[src/rtl/du_mem_dumper_pkg.sv]
// Shared debug-unit definitions: dumper state encoding, default dump geometry
// and the word-index to byte-address helper.
package du_mem_dumper_pkg;

    typedef enum logic [2:0] {
        ST_IDLE  = 3'd0,
        ST_ADDR  = 3'd1,
        ST_LATCH = 3'd2,
        ST_SEND  = 3'd3,
        ST_DONE  = 3'd4
    } dump_state_e;

    localparam int unsigned DUMP_N_WORDS_DEF   = 64;
    localparam int unsigned DUMP_ADDR_STEP_DEF = 4;

    // The debug read port is only 8 bits wide, so addresses wrap modulo 256.
    function automatic logic [7:0] word_addr(input int unsigned word, input int unsigned step);
        int unsigned full;
        full = word * step;
        return full[7:0];
    endfunction

endpackage

[src/rtl/du_mem_dumper.sv]
// Streams N_WORDS data-memory words out of the MEM-stage debug read port to the
// UART transmitter, MSB byte first, with ready/valid flow control.
module du_mem_dumper
    import du_mem_dumper_pkg::*;
#(
    parameter int unsigned N_WORDS   = DUMP_N_WORDS_DEF,
    parameter int unsigned ADDR_STEP = DUMP_ADDR_STEP_DEF
) (
    input  logic        i_clk,
    input  logic        i_reset,
    input  logic        i_start,
    output logic [7:0]  o_du_mem_addr,
    input  logic [31:0] i_du_mem_data,
    output logic [7:0]  o_tx_data,
    output logic        o_tx_valid,
    input  logic        i_tx_ready,
    output logic        o_busy,
    output logic        o_done
);

    localparam int unsigned WCNT_W = (N_WORDS > 1) ? $clog2(N_WORDS) : 1;
    localparam logic [WCNT_W-1:0] LAST_WORD = WCNT_W'(N_WORDS - 1);

    dump_state_e       state_q, state_d;
    logic [WCNT_W-1:0] word_q, word_d;
    logic [1:0]        byte_q, byte_d;
    logic [31:0]       shift_q, shift_d;
    logic [7:0]        addr_q, addr_d;
    logic              valid_q, valid_d;
    logic              busy_q, busy_d;
    logic              done_q, done_d;
    logic              accept;

    assign accept = valid_q && i_tx_ready;

    always_comb begin
        state_d = state_q;
        word_d  = word_q;
        byte_d  = byte_q;
        shift_d = shift_q;
        addr_d  = addr_q;
        valid_d = valid_q;
        done_d  = 1'b0;
        unique case (state_q)
            ST_IDLE: begin
                if (i_start) begin
                    word_d  = '0;
                    addr_d  = word_addr(32'd0, ADDR_STEP);
                    state_d = ST_ADDR;
                end
            end
            ST_ADDR: state_d = ST_LATCH;
            ST_LATCH: begin
                // Read data is valid here: address has been stable for a full cycle.
                shift_d = i_du_mem_data;
                byte_d  = 2'd0;
                valid_d = 1'b1;
                state_d = ST_SEND;
            end
            ST_SEND: begin
                if (accept) begin
                    shift_d = {shift_q[23:0], 8'h00};
                    byte_d  = byte_q + 2'd1;
                    if (byte_q == 2'd3) begin
                        valid_d = 1'b0;
                        if (word_q == LAST_WORD) begin
                            state_d = ST_DONE;
                            done_d  = 1'b1;
                        end else begin
                            word_d  = word_q + 1'b1;
                            addr_d  = word_addr(32'(word_q) + 32'd1, ADDR_STEP);
                            state_d = ST_ADDR;
                        end
                    end
                end
            end
            ST_DONE: state_d = ST_IDLE;
            default: state_d = ST_IDLE;
        endcase
        busy_d = (state_d != ST_IDLE);
    end

    always_ff @(posedge i_clk) begin
        if (i_reset) begin
            state_q <= ST_IDLE;
            word_q  <= '0;
            byte_q  <= '0;
            shift_q <= '0;
            addr_q  <= '0;
            valid_q <= 1'b0;
            busy_q  <= 1'b0;
            done_q  <= 1'b0;
        end else begin
            state_q <= state_d;
            word_q  <= word_d;
            byte_q  <= byte_d;
            shift_q <= shift_d;
            addr_q  <= addr_d;
            valid_q <= valid_d;
            busy_q  <= busy_d;
            done_q  <= done_d;
        end
    end

    assign o_du_mem_addr = addr_q;
    assign o_tx_data     = shift_q[31:24];
    assign o_tx_valid    = valid_q;
    assign o_busy        = busy_q;
    assign o_done        = done_q;

endmodule

[config.mk]
export PLATFORM = sky130hd
export DESIGN_NAME = du_mem_dumper
export DESIGN_NICKNAME = d
export VERILOG_FILES = /design/src/rtl/du_mem_dumper_pkg.sv /design/src/rtl/du_mem_dumper.sv
export SDC_FILE = /design/constraint.sdc
export NUM_CORES = 1
export LEC_CHECK = 0
export CORE_ASPECT_RATIO = 1.1
export CORE_MARGIN = 2
export CORE_UTILIZATION = 48
export CTS_CLUSTER_DIAMETER = 100
export DETAILED_ROUTE_END_ITERATION = 16
export GPL_TIMING_DRIVEN = 1
export PLACE_DENSITY = 0.8
export SYNTH_ARGS = -nofsm -noshare
export SYNTH_HDL_FRONTEND = slang
export SYNTH_SLANG_ARGS = --single-unit
[constraint.sdc]
create_clock -name i_clk -period 1.7 [get_ports i_clk]
set_clock_uncertainty 0.15 [all_clocks]
set_input_delay 0.17 -clock i_clk [delete_from_list [all_inputs] [get_ports i_clk]]
set_output_delay 0.17 -clock i_clk [all_outputs]
set_load 0.03 [all_outputs]
==> impl_metrics.py <==
metrics = {
    "placement": {
        "pre_cts_ws_ns": -0.188,
        "dpl.hpwl_um": 3080,
        "routabilityCongestion": 0.777,
        "dpl-instance-area_um2": 2590,
        "port_buffers": 52,
    },
    "timing": {
        "achievable-frequency_ghz": 0.615,
        "period_minus_slack_ns": 1.63,
        "final-hold-violation-count": 0,
        "min_period_over_period": 0.956,
        "setup_ws_post_layout_ns": 0.0745,
        "timing.final.setup_violations": 0,
        "grt_setup_unrepaired": "false",
        "totalNegativeSetupSlack_ns": 0,
        "drv_slew": 0,
    },
    "worst_setup_path": {
        "worst_setup_path_end_kind": "primary output",
        "critical_path.cell_chain": "clkdlybuf4s50_1",
        "worstPathBufferInverterCount": 1,
        "timing.critical_path.slowest_stage_cell": "sky130_fd_sc_hd__clkdlybuf4s50_1",
        "timing.critical_path.slowest_cell_delay_ns": 0.67,
        "cp_data_arrival_time_ns": 1.31,
        "startpoint_to_endpoint_class_of_the_critical_path": "register to primary output",
        "critPathMaxFanout": 2,
        "timing.critical_path.max_delay_family": "buffers and inverters",
        "worst-endpoint-required_ns": 1.38,
        "critical_path.startpoint_type": "register",
    },
    "pwr": {
        "static-leakage-power_nw": 1.05,
        "power.density_cell_area_nw_per_um2": 934,
        "post_route_total_power_mw": 2.57,
        "peakVddDrop_mv": 0.696,
    },
    "floorplanning": {
        "initial_utilization": 0.506,
        "fp.dieArea_um2": 4780,
        "die_h_um": 72.3,
        "io_pins": 55,
        "die_span_x_um": 66.1,
        "placement_rows": 24,
        "fp.coreArea_um2": 4020,
    },
    "finish": {
        "number_of_antenna_repair_diodes": 0,
        "drive_above_1_share": 0.100,
        "number_of_nets_in_the_finished_design": 326,
        "final_cell_mix": "sky130_fd_sc_hd__clkdlybuf4s50_1, sky130_fd_sc_hd__dfxtp_1, sky130_fd_sc_hd__nor2_1",
        "mostFrequentLayoutCell": "sky130_fd_sc_hd__clkdlybuf4s50_1",
        "filler_cell_count": 334,
        "area_growth_syn_to_layout_pct": 35.4,
        "finish.instance_area_um2": 2760,
    },
    "run": {
        "max_cap_violations": 0,
    },
    "synthesis": {
        "synth.ff_latch_count": 46,
        "average_cell_area_after_synthesis_um2": 8.34,
        "number_of_flops_mapped_to_enable_cells_by_yosys": 0,
        "register_area_share_after_synthesis": 0.453,
        "yosysUniqueCellTypes": 32,
        "async_flop_share": 0,
        "cell_area_after_synthesis_um2": 2030,
        "synthesis.yosys.warnings": 0,
        "synthFlopType": "sky130_fd_sc_hd__dfxtp_1",
        "postSynthCellCount": 244,
    },
    "grt": {
        "grt_first_pass_wirelength_um": 7430,
        "vias_in_the_first_global_route": 1692,
        "grt_max_degree": 49,
        "grt_util_all_layers": 0.199,
        "grt-ovfl-total": 0,
        "grt_antenna_before_repair": 0,
    },
    "routing": {
        "final_antenna_net_count": 0,
        "vias": 1899,
        "wire_length_per_cell_um": 13.9,
        "drc_errors": 0,
        "detailedRoute.firstIterationViolations": 133,
        "final_wirelength_um": 4730,
        "vias_per_cell": 5.57,
        "detail_route.first_pass.iterations": 4,
    },
    "outcome": {
        "run_status": "complete, no violations",
    },
    "clock_network": {
        "tritoncts.num_buffers": 5,
        "h-tree-depth": 2,
        "worst_skew_pair.late_latency_ns": 0.30,
        "clk_pin_slew_ns": 0.09,
        "ctsRootBufferMaster": "sky130_fd_sc_hd__clkbuf_8",
        "tritoncts": "yes",
        "clkSinkCount": 46,
        "cts_max_path_buffers": 2,
        "cts.hold.buffers_added": 0,
    },
    "worst_hold_path": {
        "worst_hold_path_type": "primary input to register",
    },
}
repair_timing:
action,4_1_cts,5_1_grt
pin swaps,0,1
resized for setup,4,12
setup buffers,0,0
hold endpoints to repair,0,0
endpoints found under the setup margin,4,31
gates cloned,0,1
power breakdown:
| group | internal, mW | switching [mW] |
|---|---|---|
| Combinational | 0.252 | 0.297 |
| Clock | 0.439 | 0.372 |
| Sequential | 1.16 | 0.0502 |
| Total | 1.86 | 0.719 |
final timing paths:
kind	cells past startpoint	startpoint	end	slack (ns)
setup / recovery	1	shift_q[30]	o_tx_data[6]	0.07
hold reg to reg	2	shift_q[15]	shift_q[23]	0.34
setup reg to reg	5	byte_q[0]	o_du_mem_addr[5]	0.10
hold / removal	3	i_du_mem_data[30]	shift_q[30]	0.29
stage by stage:
stage,hold WS [ns],utilization,std cells
6_report,0.287,0.685,341
3_5_place_dp,0.332,0.644,332
3_3_place_gp,0.324,0.644,332
2_1_floorplan,0.110,-,245
5_1_grt,0.308,0.685,341
4_1_cts,0.289,0.670,340
layout make-up:
class	instances	area, µm²	share of cell area
multi-input cells	168	986	0.358
flip-flops and latches	46	923	0.335
clock buffers	6	72.6	0.0263
repair buffers	64	659	0.239
clock inverters	2	37.5	0.0136
inverters	3	11.3	0.00409
well taps	52	65.1	0.0236
cells in the mapped netlist, types with 2 or more instances:
cell type / instances / area (µm²)
sky130_fd_sc_hd__inv_1: 3 / 11.3
sky130_fd_sc_hd__nor4_1: 5 / 31.3
sky130_fd_sc_hd__o21ai_0: 2 / 10.0
sky130_fd_sc_hd__dfxtp_1: 46 / 921
sky130_fd_sc_hd__a22oi_1: 9 / 67.6
sky130_fd_sc_hd__ha_1: 2 / 25.0
sky130_fd_sc_hd__xor2_1: 2 / 17.5
sky130_fd_sc_hd__clkbuf_1: 8 / 30.0
sky130_fd_sc_hd__buf_2: 8 / 40.0
sky130_fd_sc_hd__mux2i_1: 2 / 20.0
sky130_fd_sc_hd__nand4_1: 2 / 12.5
sky130_fd_sc_hd__nand2_1: 29 / 109
sky130_fd_sc_hd__a311oi_1: 24 / 210
sky130_fd_sc_hd__a21oi_1: 5 / 25.0
sky130_fd_sc_hd__nor2_1: 42 / 158
sky130_fd_sc_hd__buf_4: 11 / 82.6
sky130_fd_sc_hd__nor3_1: 4 / 20.0
sky130_fd_sc_hd__nand3_1: 26 / 130
cell families after synthesis:
kind of cell	count (synthesis)	synth area share
AO/OA/AOI/OAI	47	0.189
XOR/XNOR	2	0.00861
adder cells (fa/ha/maj)	2	0.0123
buffers and inverters	31	0.0824
flip-flops	46	0.453
multiplexers	2	0.00984
other	1	0.00184
AND/OR/NAND/NOR	113	0.244
state kept, by name (all words and copies together) (netlist names):
| name | cells |
|---|---|
| shift_q | 32 |
| o_done | 1 |
| state_q | 3 |
| o_tx_valid | 1 |
| o_du_mem_addr | 6 |
| byte_q | 2 |
| o_busy | 1 |
per-layer routing:
metal,share of wire,routed length (µm),GRT usage
met3,0.043,202,0.0527
met2,0.48,2250,0.308
met5,0,0,0
met4,0.010,48,0.0680
met1,0.47,2230,0.272
Note: power is estimated with default switching activity, not from simulation.
